[src/rtl/key_debounce_pkg.sv]
// Shared types and defaults for the push-button debouncer.
// Channel state encoding, default timing constants and key polarity.
package key_pkg;

  typedef enum logic [1:0] {
    IDLE         = 2'b00,
    PRESS_WAIT   = 2'b01,
    HELD         = 2'b10,
    RELEASE_WAIT = 2'b11
  } key_state_t;

  localparam int NUM_KEYS = 2;

  localparam int DEF_DEBOUNCE_CYCLES = 1000;
  localparam int DEF_REPEAT_DELAY    = 25000000;
  localparam int DEF_REPEAT_PERIOD   = 5000000;

  // Board keys pull low when pressed.
  localparam logic KEY_ACTIVE = 1'b0;

  function automatic int imax(input int a, input int b);
    return (a > b) ? a : b;
  endfunction

endpackage

[src/rtl/key_debounce_ch.sv]
// One key channel: 2-flop synchroniser, stable-time FSM, registered pulses.
// Auto-repeat while held is compiled in only when KEY_REPEAT_EN is defined.
module key_debounce_ch
  import key_pkg::*;
#(
  parameter int DEBOUNCE_CYCLES = DEF_DEBOUNCE_CYCLES,
  parameter int REPEAT_DELAY    = DEF_REPEAT_DELAY,
  parameter int REPEAT_PERIOD   = DEF_REPEAT_PERIOD
) (
  input  logic clk,
  input  logic rst,
  input  logic key,
  output logic press,
  output logic released,
  output logic held
);

  if (DEBOUNCE_CYCLES < 2 || REPEAT_DELAY < 2 || REPEAT_PERIOD < 2) begin : g_param_check
    $error("key_debounce_ch: timing parameters must be >= 2");
  end

  localparam int CW = $clog2(DEBOUNCE_CYCLES);
  localparam logic [CW-1:0] CNT_LAST = CW'(DEBOUNCE_CYCLES - 1);

  logic [1:0]    sync;
  logic          pressed;
  key_state_t    state, state_nxt;
  logic [CW-1:0] cnt, cnt_nxt;
  logic          press_nxt, rel_nxt;

  assign pressed = (sync[1] == KEY_ACTIVE);

`ifdef KEY_REPEAT_EN
  localparam int RW = $clog2(imax(REPEAT_DELAY, REPEAT_PERIOD));
  localparam logic [RW-1:0] DELAY_LAST  = RW'(REPEAT_DELAY - 1);
  localparam logic [RW-1:0] PERIOD_LAST = RW'(REPEAT_PERIOD - 1);

  logic [RW-1:0] rep, rep_nxt;
  logic          rep_run, rep_run_nxt;  // 0: waiting out the initial delay
  logic          rep_fire;

  assign rep_fire = (rep == (rep_run ? PERIOD_LAST : DELAY_LAST));
`endif

  always_ff @(posedge clk) begin
    if (rst) begin
      sync     <= {2{~KEY_ACTIVE}};
      state    <= IDLE;
      cnt      <= '0;
      press    <= 1'b0;
      released <= 1'b0;
      held     <= 1'b0;
`ifdef KEY_REPEAT_EN
      rep      <= '0;
      rep_run  <= 1'b0;
`endif
    end else begin
      sync     <= {sync[0], key};
      state    <= state_nxt;
      cnt      <= cnt_nxt;
      press    <= press_nxt;
      released <= rel_nxt;
      held     <= (state_nxt == HELD) || (state_nxt == RELEASE_WAIT);
`ifdef KEY_REPEAT_EN
      rep      <= rep_nxt;
      rep_run  <= rep_run_nxt;
`endif
    end
  end

  always_comb begin
    state_nxt   = state;
    cnt_nxt     = cnt;
    press_nxt   = 1'b0;
    rel_nxt     = 1'b0;
`ifdef KEY_REPEAT_EN
    rep_nxt     = rep;
    rep_run_nxt = rep_run;
`endif
    case (state)
      IDLE: begin
        if (pressed) begin
          state_nxt = PRESS_WAIT;
          cnt_nxt   = '0;
        end
      end
      PRESS_WAIT: begin
        if (!pressed) begin
          state_nxt = IDLE;
        end else if (cnt == CNT_LAST) begin
          state_nxt = HELD;
          press_nxt = 1'b1;
`ifdef KEY_REPEAT_EN
          rep_nxt     = '0;
          rep_run_nxt = 1'b0;
`endif
        end else begin
          cnt_nxt = cnt + 1'b1;
        end
      end
      HELD: begin
        if (!pressed) begin
          state_nxt = RELEASE_WAIT;
          cnt_nxt   = '0;
        end
`ifdef KEY_REPEAT_EN
        else if (rep_fire) begin
          press_nxt   = 1'b1;
          rep_nxt     = '0;
          rep_run_nxt = 1'b1;
        end else begin
          rep_nxt = rep + 1'b1;
        end
`endif
      end
      RELEASE_WAIT: begin
        // A bounce back to pressed resumes HELD silently; repeat timing is kept.
        if (pressed) begin
          state_nxt = HELD;
        end else if (cnt == CNT_LAST) begin
          state_nxt = IDLE;
          rel_nxt   = 1'b1;
        end else begin
          cnt_nxt = cnt + 1'b1;
        end
      end
    endcase
  end

endmodule

[src/rtl/key_debounce.sv]
// Two-key debouncer: one independent key_debounce_ch per raw active-low pin.
// Define KEY_REPEAT_EN to enable auto-repeat press pulses while a key is held.
// The release pulse port is named 'released' since 'release' is a reserved word.
module key_debounce
  import key_pkg::*;
#(
  parameter int DEBOUNCE_CYCLES = DEF_DEBOUNCE_CYCLES,
  parameter int REPEAT_DELAY    = DEF_REPEAT_DELAY,
  parameter int REPEAT_PERIOD   = DEF_REPEAT_PERIOD
) (
  input  logic                clk,
  input  logic                rst,
  input  logic [NUM_KEYS-1:0] keys,
  output logic [NUM_KEYS-1:0] press,
  output logic [NUM_KEYS-1:0] released,
  output logic [NUM_KEYS-1:0] held
);

  for (genvar i = 0; i < NUM_KEYS; i++) begin : g_ch
    key_debounce_ch #(
      .DEBOUNCE_CYCLES(DEBOUNCE_CYCLES),
      .REPEAT_DELAY   (REPEAT_DELAY),
      .REPEAT_PERIOD  (REPEAT_PERIOD)
    ) u_ch (
      .clk     (clk),
      .rst     (rst),
      .key     (keys[i]),
      .press   (press[i]),
      .released(released[i]),
      .held    (held[i])
    );
  end

endmodule

[config.mk]
export PLATFORM = sky130hd
export DESIGN_NAME = key_debounce
export DESIGN_NICKNAME = d
export VERILOG_FILES = /design/src/rtl/key_debounce_pkg.sv /design/src/rtl/key_debounce_ch.sv /design/src/rtl/key_debounce.sv
export SDC_FILE = /design/constraint.sdc
export NUM_CORES = 1
export LEC_CHECK = 0
export BUFFER_PORTS_ARGS = -buffer_cell sky130_fd_sc_hd__buf_2
export CORE_ASPECT_RATIO = 0.9
export CORE_MARGIN = 1
export CORE_UTILIZATION = 58
export DETAILED_ROUTE_END_ITERATION = 10
export HOLD_SLACK_MARGIN = 0.15
export PLACE_DENSITY = 0.83
export SYNTH_ARGS = -nofsm -noshare
export SYNTH_HDL_FRONTEND = slang
export SYNTH_SLANG_ARGS = --single-unit
[constraint.sdc]
create_clock -name clk -period 2.19 [get_ports clk]
set_clock_uncertainty 0.15 [all_clocks]
set_input_delay 0.438 -clock clk [delete_from_list [all_inputs] [get_ports clk]]
set_output_delay 0.438 -clock clk [all_outputs]
set_load 0.01 [all_outputs]
==> impl_metrics.yaml <==
synthesis:
  synth.mux.area_fraction: 0.01341
  ys_types: 35
  postSynthCellCount: 159
  syn_nets: 165
  synth-seq-cells: 34
  synth_top_family_by_area: "simple AND/OR/NAND/NOR gates"
  synth-simple-area-share: 0.2674
  postSynthAreaPerCell_sq_um: 9.388
  synth-seq-area-share: 0.4560
  ys_warn_count: 0
  async_flop_share: 0
  synth_edf_count: 0
  synth_compound_area_frac: 0.09388
  synthAdderAreaFrac: 0.01676
  synth_xor_area_frac: 0.09388
  synth_area_sq_um: 1493
  synthFlopType: "dfxtp_1"
critical_path:
  critical_path_buf_inv_count: 0
  crit_cells: 5
  cp-start-kind: "flop"
  cp-endpoint: "g_ch[0].u_ch.cnt[0]$_SDFFE_PP0P_"
  worstReg2RegStart: "g_ch[0].u_ch.cnt[0]$_SDFFE_PP0P_"
  cp_slowest_cell: "o31ai_2"
  end_kind: "flop"
  slowest_delay_ns: 0.46
  crit_start: "g_ch[0].u_ch.cnt[0]$_SDFFE_PP0P_"
  reg2reg_depth: 5
  cp_top_family: "compound AO/OA/AOI/OAI gates"
  crit_type: "reg -> reg"
  path_cells: "ha_1 > nand2_1 > o31ai_2 > mux2i_1 > nor2_1"
  crit-reg2reg-capture: "g_ch[0].u_ch.cnt[0]$_SDFFE_PP0P_"
  critPathRequiredTime_ns: 2.26
  critical_path_arrival_ns: 1.84
  reg2reg_slack_ns: 0.42
  cp_max_fo: 6
timing:
  hold_viol_final: 0
  worst_pin_slew_ns: 0.4479
  setup_viol: 0
  max_slew_margin: 0.6996
  tns_ns: 0
  fin_crit_sh: 0.8092
  holdWs_ns: 0.2849
  rsz0062_at_grt: "false"
  slew_viol_final: 0
  fin_crit_ns: 1.772
  max_freq_ghz: 0.5643
  timing.final.ws_setup_ns: 0.4179
drt:
  wl_per_cell_microns: 12.94
  drtPass1Iterations: 5
  num_vias: 1136
  viasPerCell: 5.796
  route.detailed.drc: 0
  drt_wl_total_microns: 2537
  antenna_left: 0
  drtIter0Drc: 49
clocking:
  clockRootBuffer: "clkbuf_4"
  cts_buffer_depth: 2
  ctsHoldBuffers: 2
  cts_tree: "built"
  cts-buffers-inserted: 5
  cts_setup_buffers: 0
  clk_latency_ns: 0.34
  cts_sinks: 34
  cts_max_level: 2
  clk_pin_slew_ns: 0.10
  cts_resized: 0
power:
  vdd_drop_max_uv: 461.2
  power_density_nw_per_um2: 643.5
  p_total_mw: 1.022
  p_leak_nw: 0.5869
status:
  outcome: "finished clean"
floorplan:
  initial_core_util: 0.6102
  core_area_sq_um: 2446
  die_w_microns: 55.48
  dieArea_sq_um: 2781
  num_rows: 17
  dieHeight_microns: 50.13
  pin_count: 10
final_layout:
  most-common-layout-cells: "dfxtp_1 (34), nor2_1 (19)"
  fin_util: 0.6491
  final_cell_area_sq_um: 1588
  final_cells: 196
  antenna_cells: 0
  nets: 173
  layout_commonest_cell: "dfxtp_1"
  area_growth_pct: 6.370
  drive_above_1_share: 0.1607
  fillers: 201
worst_hold_path:
  holdCritPathClass: "reg -> reg"
global_routing:
  grt_pass1_wl_microns: 4319
  antenna_found_initial: 0
  grt_overflow_total: 0
  grtUsageTotal: 0.2091
  grt_pass1_vias: 948
  grt_max_degree: 21
placement:
  place_hpwl_microns: 1805
  place_ws_ns: 0.4305
  placed_cells: 186
  place_area_sq_um: 1504
  portBuffers: 9
  gp_congestion: 0.8124
job:
  cap_violations: 0
## state kept, by name, summed over array words and instances (netlist names)
name and flops:
g_ch.u_ch.released 2, g_ch.u_ch.held 2, g_ch.u_ch.state 4, g_ch.u_ch.press 2, g_ch.u_ch.sync 4, g_ch.u_ch.cnt 20
## cell usage after synthesis, drive strengths merged, types with 2 or more instances
cell     instances  area (sq um)
o31ai            2         33.78
and4             2         17.52
buf              8         61.30
mux2i            2         20.02
or2              4         25.02
nand4           10         68.81
o21ai            6         30.03
a21o             2         16.27
nand3            4         20.02
nor2            19         71.32
dfxtp           34         680.7
a211oi           2         15.01
a21oi            9         45.04
nor4             5         31.28
xnor2            4         61.32
nor3             4         20.02
inv              5         18.77
or3              7         43.79
nand2            8         30.03
xor2             9         78.83
clkbuf           2         7.510
ha               2         25.02
and3             3         18.77
nand4bb          2         22.52
## cell type report
type                    instances  area, sq um  share of cell area
repair buffers                 11        65.06             0.04098
clock buffers                   6        51.30             0.03231
clock inverters                 2        12.51            0.007880
multi-input cells             110        724.4              0.4563
flip-flops and latches         34        680.7              0.4287
well taps                      28        35.03             0.02206
inverters                       5        18.77             0.01182
## worst min-delay path by stage
stage	depth (start not counted)	slack (ns)	end	startpoint
after CTS	1	0.29	g_ch[1].u_ch.sync[1]$_SDFF_PP1_	g_ch[1].u_ch.sync[0]$_SDFF_PP1_
after detailed placement	1	0.26	g_ch[1].u_ch.sync[1]$_SDFF_PP1_	g_ch[1].u_ch.sync[0]$_SDFF_PP1_
after floorplan	1	0.24	g_ch[0].u_ch.sync[1]$_SDFF_PP1_	g_ch[0].u_ch.sync[0]$_SDFF_PP1_
after global placement	1	0.25	g_ch[1].u_ch.sync[1]$_SDFF_PP1_	g_ch[1].u_ch.sync[0]$_SDFF_PP1_
final	1	0.28	g_ch[1].u_ch.sync[1]$_SDFF_PP1_	g_ch[1].u_ch.sync[0]$_SDFF_PP1_
after global routing	1	0.30	g_ch[1].u_ch.sync[1]$_SDFF_PP1_	g_ch[1].u_ch.sync[0]$_SDFF_PP1_
## where the power goes
part / switching [mW] / internal (mW)
sequential: 0.00492 / 0.623
combinational: 0.0204 / 0.0137
clock: 0.206 / 0.154
## layer usage
metal	vias up	wire length, microns	part of all wire	track usage
met3	8	114	0.045	0.06299
met1	529	1231	0.49	0.2855
met4	0	68	0.027	0.1375
met2	21	1123	0.44	0.2831
met5	-	0	0	0
li1	578	-	-	-
## cells by family after synthesis
family / count (synthesis)
and+or+nand+nor: 72
DFF: 34
AOI/OAI and AO/OA: 21
buffers and inverters: 15
xor gates and xnor gates: 13
muxes: 2
adders and majority gates: 2
No activity file was read; power rests on OpenSTA's default activity.
